<file path="src/rtl/pwm_fade.sv">
// pwm_fade: ramps a duty level toward a commanded target at a programmable rate.
// Define PWM_FADE_GAMMA_EN to add a registered gamma stage (duty = level^2 >> WIDTH).
module pwm_fade #(
    parameter int WIDTH     = 10,
    parameter int DIV_WIDTH = 16
) (
    input  logic                 clk,
    input  logic                 rst,
    input  logic                 wr_stb,
    input  logic [WIDTH-1:0]     wr_target,
    input  logic [DIV_WIDTH-1:0] wr_div,
    input  logic [WIDTH-1:0]     wr_step,
    output logic [WIDTH-1:0]     duty,
    output logic                 busy,
    output logic                 done
);
    typedef enum logic [1:0] {IDLE, UP, DOWN} state_t;

    state_t               state, state_n;
    logic [WIDTH-1:0]     level, level_n, target, step;
    logic [DIV_WIDTH-1:0] div, presc, presc_n;
    logic [WIDTH:0]       diff, delta;
    logic                 noop, noop_n, fin, done_r;

    always_comb begin
        diff    = state == UP ? {1'b0, target} - {1'b0, level} : {1'b0, level} - {1'b0, target};
        delta   = {1'b0, step} < diff ? {1'b0, step} : diff;
        state_n = state;
        level_n = level;
        presc_n = presc;
        noop_n  = 1'b0;
        fin     = 1'b0;
        if (wr_stb) begin
            // a new command always wins, even over a completing tick
            state_n = wr_target > level ? UP : wr_target < level ? DOWN : IDLE;
            presc_n = wr_div;
            noop_n  = wr_target == level;
        end else if (state != IDLE) begin
            if (presc == '0) begin
                level_n = state == UP ? level + WIDTH'(delta) : level - WIDTH'(delta);
                presc_n = div;
                if (level_n == target) begin
                    state_n = IDLE;
                    fin     = 1'b1;
                end
            end else begin
                presc_n = presc - DIV_WIDTH'(1);
            end
        end
    end

    always_ff @(posedge clk) begin
        if (rst) begin
            state  <= IDLE;
            level  <= '0;
            target <= '0;
            div    <= '0;
            step   <= '0;
            presc  <= '0;
            noop   <= 1'b0;
            done_r <= 1'b0;
        end else begin
            state  <= state_n;
            level  <= level_n;
            presc  <= presc_n;
            noop   <= noop_n;
            done_r <= fin | noop;
            if (wr_stb) begin
                target <= wr_target;
                div    <= wr_div;
                step   <= wr_step == '0 ? WIDTH'(1) : wr_step;
            end
        end
    end

`ifdef PWM_FADE_GAMMA_EN
    logic [2*WIDTH-1:0] sq;
    assign sq = level * level;
    always_ff @(posedge clk) begin
        if (rst) begin
            duty <= '0;
            busy <= 1'b0;
            done <= 1'b0;
        end else begin
            duty <= WIDTH'(sq >> WIDTH);
            busy <= state != IDLE;
            done <= done_r;
        end
    end
`else
    assign duty = level;
    assign busy = state != IDLE;
    assign done = done_r;
`endif
endmodule

</file>
<file path="config.mk">
export PLATFORM = sky130hd
export DESIGN_NAME = pwm_fade
export DESIGN_NICKNAME = d
export VERILOG_FILES = /design/src/rtl/pwm_fade.sv
export SDC_FILE = /design/constraint.sdc
export NUM_CORES = 1
export LEC_CHECK = 0
export ABC_CLOCK_PERIOD_IN_PS = 5600
export CORE_MARGIN = 2
export CORE_UTILIZATION = 30
export DETAILED_ROUTE_END_ITERATION = 8
export SYNTH_ARGS = -nofsm -noshare
export SYNTH_HDL_FRONTEND = slang
export SYNTH_SLANG_ARGS = --single-unit
</file>
<file path="constraint.sdc">
create_clock -name clk -period 5.6 [get_ports clk]
set_input_delay 0.56 -clock clk [delete_from_list [all_inputs] [get_ports clk]]
set_output_delay 0.56 -clock clk [all_outputs]
set_load 0.02 [all_outputs]
</file>
After elaboration in Yosys (flattened, before gate mapping)
Index checks and enable logic that the tools add are counted.
- register bits: 66
- bits in latches: 0
- RAM bits: 0
- memory bits (read-only): 0
- bits of input ports: 39
- word-level logic and storage cells: 47
- memories kept: 0
- add/sub/neg operators: 5
- multipliers: 0
- divide/modulo/power cells: 0
- magnitude comparators: 3
- equality and inequality tests: 3
- shift operators: 0
- mux-type cells: 17
- bitwise gates (word level): 2
- reduce and logical (&&, ||, !) cells: 9
- operators with widths (cell ; count):
    $mux W16 ; 3
    $mux W10 ; 3
    $sub A10 B10 Y11 ; 2
    $eq A10 B10 Y1 ; 2
    $logic_not A16 Y1 ; 1
    $sub A16 B1 Y16 const B ; 1
    $mux W2 ; 6
    $lt A10 B11 Y1 ; 1
    $mux W11 ; 1
    $add A10 B10 Y10 ; 1
    $gt A10 B10 Y1 ; 1
    $logic_not A10 Y1 ; 1
    $lt A10 B10 Y1 ; 1
    $sub A10 B10 Y10 ; 1
    $reduce_bool A2 Y1 ; 4
    $reduce_and A3 Y1 ; 2
    $mux W1 ; 4
    $eq A2 B1 Y1 const B ; 1
    $reduce_or A2 Y1 ; 1
    $not A1 Y1 ; 1
    $or A1 B1 Y1 ; 1

Longest topological paths before layout
- depth after elaboration: 12
- gate-level depth with buffers: 36
- mapped depth without buffers: 34

Worst setup path before layout
Ideal clock, no wire load.
- path type: register -> register
- from: register level[1], in the netlist duty[1]
- to: register done_r, in the netlist done
- library setup time: 70 ps
- data arrival time: 6218 ps
- required time: 5530 ps
- slack: -688 ps
- cell stages (with the launch flop): 32
- path through: dfxtp_1 inv_1 fa_1 a211oi_1 nor3_1 o22ai_1 xor2_1 ha_1 o21ai_0 o21ai_0 o211ai_1 a21oi_1 nand2_2 clkbuf_1 clkbuf_1 nor2_1 a21o_1 inv_1 ha_1 a21oi_1 xnor2_1 ha_1 clkbuf_1 nand4_1 nand3_1 o311a_1 a21o_1 a21oi_1 xnor2_1 xnor3_1 or3_1 a21oi_1
- cells in the longest elaborated chain, start to end: 12
- elaborated cells on any way between the ends: 14
- ends and longest elaborated chain (element ; line ; RTL):
    from (decl) ; 20 ; logic [WIDTH-1:0] level, level_n, target, step;
    from (signal assigned) ; 64 ; level <= level_n;
    $sub A10 B10 Y11 ; 26 ; diff = state == UP ? {1'b0, target} - {1'b0, level} : {1'b0, level} - {1'b0, target};
    $mux W11 ; 26 ;
    $lt A10 B11 Y1 ; 27 ; delta = {1'b0, step} < diff ? {1'b0, step} : diff;
    $mux W10 ; 27 ;
    $sub A10 B10 Y10 / $add A10 B10 Y10 (equally long branches) ; 40 ; level_n = state == UP ? level + WIDTH'(delta) : level - WIDTH'(delta);
    $mux W10 (*) ; 40 ;
    $eq A10 B10 Y1 (*) ; 42 ; if (level_n == target) begin
    $mux W1 (*) ; 42 ;
    $mux W1 (*) ; 39 ; if (presc == '0) begin
    $mux W1 (*) ; 38 ; end else if (state != IDLE) begin
    $mux W1 (*) ; 33 ; if (wr_stb) begin
    $or A1 B1 Y1 (*) ; 67 ; done_r <= fin | noop;
    to (signal assigned) ; 67 ;
    to (decl) ; 23 ; logic noop, noop_n, fin, done_r;
Every way passes the cells marked *; elsewhere a longest branch is shown, timed or not.
A chain may end at the register's enable or synchronous reset.

Final worst setup path
- from: register state[0]
- to: register state[0]
- cells in the longest elaborated chain, start to end: 9
- elaborated cells on any way between the ends: 12
- ends and longest elaborated chain (element ; line ; RTL):
    from (decl) ; 19 ; state_t state, state_n;
    from (signal assigned) ; 63 ; state <= state_n;
    $eq A2 B1 Y1 ; 26, 40 ;
    $mux W11 ; 26 ;
    $lt A10 B11 Y1 ; 27 ;
    $mux W10 ; 27 ;
    $sub A10 B10 Y10 / $add A10 B10 Y10 (equally long branches) ; 40 ;
    $mux W10 ; 40 ;
    $eq A10 B10 Y1 ; 42 ;
    $reduce_bool A2 Y1 (no line) ; n/a ;
    $reduce_and A3 Y1 (no line) (*) ; n/a ;
Marked as above.

==> impl_metrics.ini <==
[synthesis]
yosys_warnings = 0
ys_types = 58
synth-compound-area-share_pct = 20.7
synth_xor_area_share_pct = 6.54
syn_nets = 760
synth_seq_area_share_pct = 25.7
synthAdderAreaFrac_pct = 13.6
synth_area_leader_cell = dfxtp_1
synth.area.mux_share_pct = 7.32
synthArstFlopShare_pct = 0
yosysMostFrequentCell = a21oi_1
synthDominantCellAreaShare_pct = 25.7
avgSynthCellArea_sq_um = 7.72
synthTopCellsByCount = a21oi_1, nor2_1, nand2_1
yosys_most_used_dff = dfxtp_1
postSynthCellCount = 667
ys_top_cells_by_area = dfxtp_1, ha_1, a21oi_1
syn-cell-area_sq_um = 5150
synthSimpleGateAreaFrac_pct = 20.7
synth_top_family_by_area = simple AND/OR/NAND/NOR gates
ys_ff_latch = 66
synth-edff-count = 0

[placed_design]
port_buffers = 50
pre_cts_ws_ns = -0.103
dpl.hpwl_um = 11500
gp_congestion = 0.911
placed_area_sq_um = 6150

[timing]
rsz0062_at_grt = yes
min_period_ns = 5.63
fin_ws_ns = -0.0260
slew_headroom_pct = 30.4
hold_slack_ns = 0.431
final-setup-viol-count = 2
max_slew.worst_pin.slew_ns = 1.04
period_share_pct = 100
max_freq_mhz = 178
timing_hold_violations_final = 0
skew_ns = 0.00878
drv_slew = 0
finalSetupTns_ns = -0.0478

[power]
p_int_uw = 1180
peakVddDrop_mv = 0.152
p_switching_uw = 642
p_comb_share_pct = 39.3
swShare_pct = 35.3
pwr-share-seq_pct = 28.9
clock_power_share_pct = 31.8
p_per_area_nw_per_um2 = 262
p_leak_uw = 0.00286

[detailed_routing]
drtPass1Iterations = 5
drc_errors = 0
drt_wl_total_um = 16200
wl_per_cell_um = 16.4
ant_nets = 0
vias = 5172
viasPerCell = 5.21
drtIter0Drc = 374

[die]
die_h_um = 135
initial_core_util_pct = 30.8
num_rows = 47
core_sq_um = 16700
die_area_sq_um = 18200
die-width_um = 135
io-pin-count = 51

[outcome]
outcome = finished, violations left
failed_checks = negative setup slack

[final_layout]
drive_gt1_share_pct = 21.5
final_nets = 860
antenna_cells_inserted = 0
postLayoutCellArea_sq_um = 6940
syn_to_final_growth_pct = 34.7

[grt]
grt_pass1_wl_um = 25500
antenna_found_initial = 0
grt_pass1_vias = 4926
grtUsageTotal_pct = 17.7
grt_max_degree = 68
grt_overflow = 0

[cts]
cts_buffers = 9
clk_latency_ns = 0.35
cts-root-buf = clkbuf_16
clock-sinks = 66
clk_pin_slew_worst_paths_ns = 0.06
htreeDepth = 3
clock_tree.buffer_depth = 2
cts_tree = done
ctsHoldBuffers = 0

[worst_setup_path]
arrival_ns = 5.82
cp-end-kind = flop
cp.required_ns = 5.79
start_kind = flop
path_class = reg2reg
path_max_fanout = 11

[run]
max-cap-violations = 0

[hold_path]
hp-class = reg2reg
[registers in the layout, indices dropped and copies added, names as in the netlist]
register,cells
div,16
done,1
duty,10
noop,1
presc,16
state,2
step,10
target,10
[metrics by stage]
stage / util, % / power (uW) / std cells
floorplan: - / 920 / 667
global placement: 36.8 / 1100 / 949
detailed placement: 36.8 / 1100 / 949
CTS: 40.3 / 1760 / 986
global route: 41.5 / 1920 / 992
finish: 41.5 / 1820 / 992
[final cells by class]
class | instances | area [sq um]
Fill cell | 1697 | 9770
Multi-Input combinational cell | 530 | 3850
Sequential cell | 66 | 1340
Timing Repair Buffer | 119 | 1010
Tap cell | 220 | 275
Clock buffer | 10 | 250
Inverter | 41 | 154
Clock inverter | 6 | 55.1
[logic make-up (layout without fill, tap and decap cells)]
| logic type | Yosys count | in the layout |
|---|---|---|
| XOR/XNOR | 36 | 36 |
| multiplexers | 37 | 37 |
| AND/OR/NAND/NOR | 232 | 232 |
| buffers and inverters | 71 | 176 |
| AO/OA/AOI/OAI | 171 | 171 |
| adder cells (fa/ha/maj) | 54 | 54 |
| flip-flops | 66 | 66 |
[power groups by stage]
stage	combinational (uW)	clock, uW	sequential (uW)
2_1_floorplan	393	0	527
3_3_place_gp	567	0	536
3_5_place_dp	568	0	536
4_1_cts	644	594	526
5_1_grt	776	615	531
6_report	714	579	527
[per-layer routing]
metal  wire, um  vias to the layer above  GRT usage (%)
met4        385                        0           6.71
met3        877                       39           3.42
met5          0                        -              0
met2       7640                      176           28.9
li1           -                     2574              -
met1       7330                     2383           23.1
[layout by cell type (no fill, tap or decap), drive strengths merged, types with 3 or more instances in the layout]
master / instances
a211oi: 13
a21o: 8
a21oi: 84
a221oi: 5
a31oi: 7
and2: 3
buf: 71
clkbuf: 10
clkdlybuf4s50: 48
dfxtp: 66
fa: 3
ha: 51
inv: 44
mux2i: 35
nand2: 73
nand2b: 5
nand3: 18
nand4: 11
nor2: 73
nor2b: 6
nor3: 20
nor4: 7
o211ai: 9
o21ai: 18
o221ai: 4
o22ai: 5
or2: 5
or3: 7
xnor2: 27
xor2: 8
[final timing paths]
path                              start                    end  slack, ns  cells after the start
hold / removal          noop$_SDFF_PP0_        done$_SDFF_PP0_       0.43                      2
hold reg to reg         noop$_SDFF_PP0_        done$_SDFF_PP0_       0.43                      2
setup / recovery  state[0]$_SDFFE_PP0P_  state[0]$_SDFFE_PP0P_      -0.03                     25
setup reg to reg  state[0]$_SDFFE_PP0P_  state[0]$_SDFFE_PP0P_      -0.03                     25
[worst max-delay path: stages (launching register included)]
cell and delay, ns:
dfxtp_1 0.39, nor2b_4 0.20, buf_4 0.20, buf_4 0.24, mux2i_1 0.28, xor2_1 0.34
ha_1 0.32, a211oi_1 0.31, a211oi_2 0.12, nor2_1 0.15, a21oi_2 0.09, nand2_2 0.14
buf_4 0.18, mux2i_2 0.31, a21oi_2 0.12, xnor2_2 0.24, ha_4 0.25, or2_4 0.25
o311a_1 0.14, a21o_1 0.18, a21oi_2 0.19, xnor2_2 0.15, xnor3_1 0.27, buf_4 0.15
o211ai_1 0.18, a21oi_1 0.09
[timing repair]
| action | 4_1_cts | 5_1_grt |
|---|---|---|
| gates resized for setup | 27 | 30 |
| pin swaps | 32 | 39 |
| endpoints found under the setup margin | 4 | 5 |
| endpoints found under the hold margin | 0 | 0 |
| setup buffers | 21 | 6 |
No activity file was read; power rests on OpenSTA's default activity.
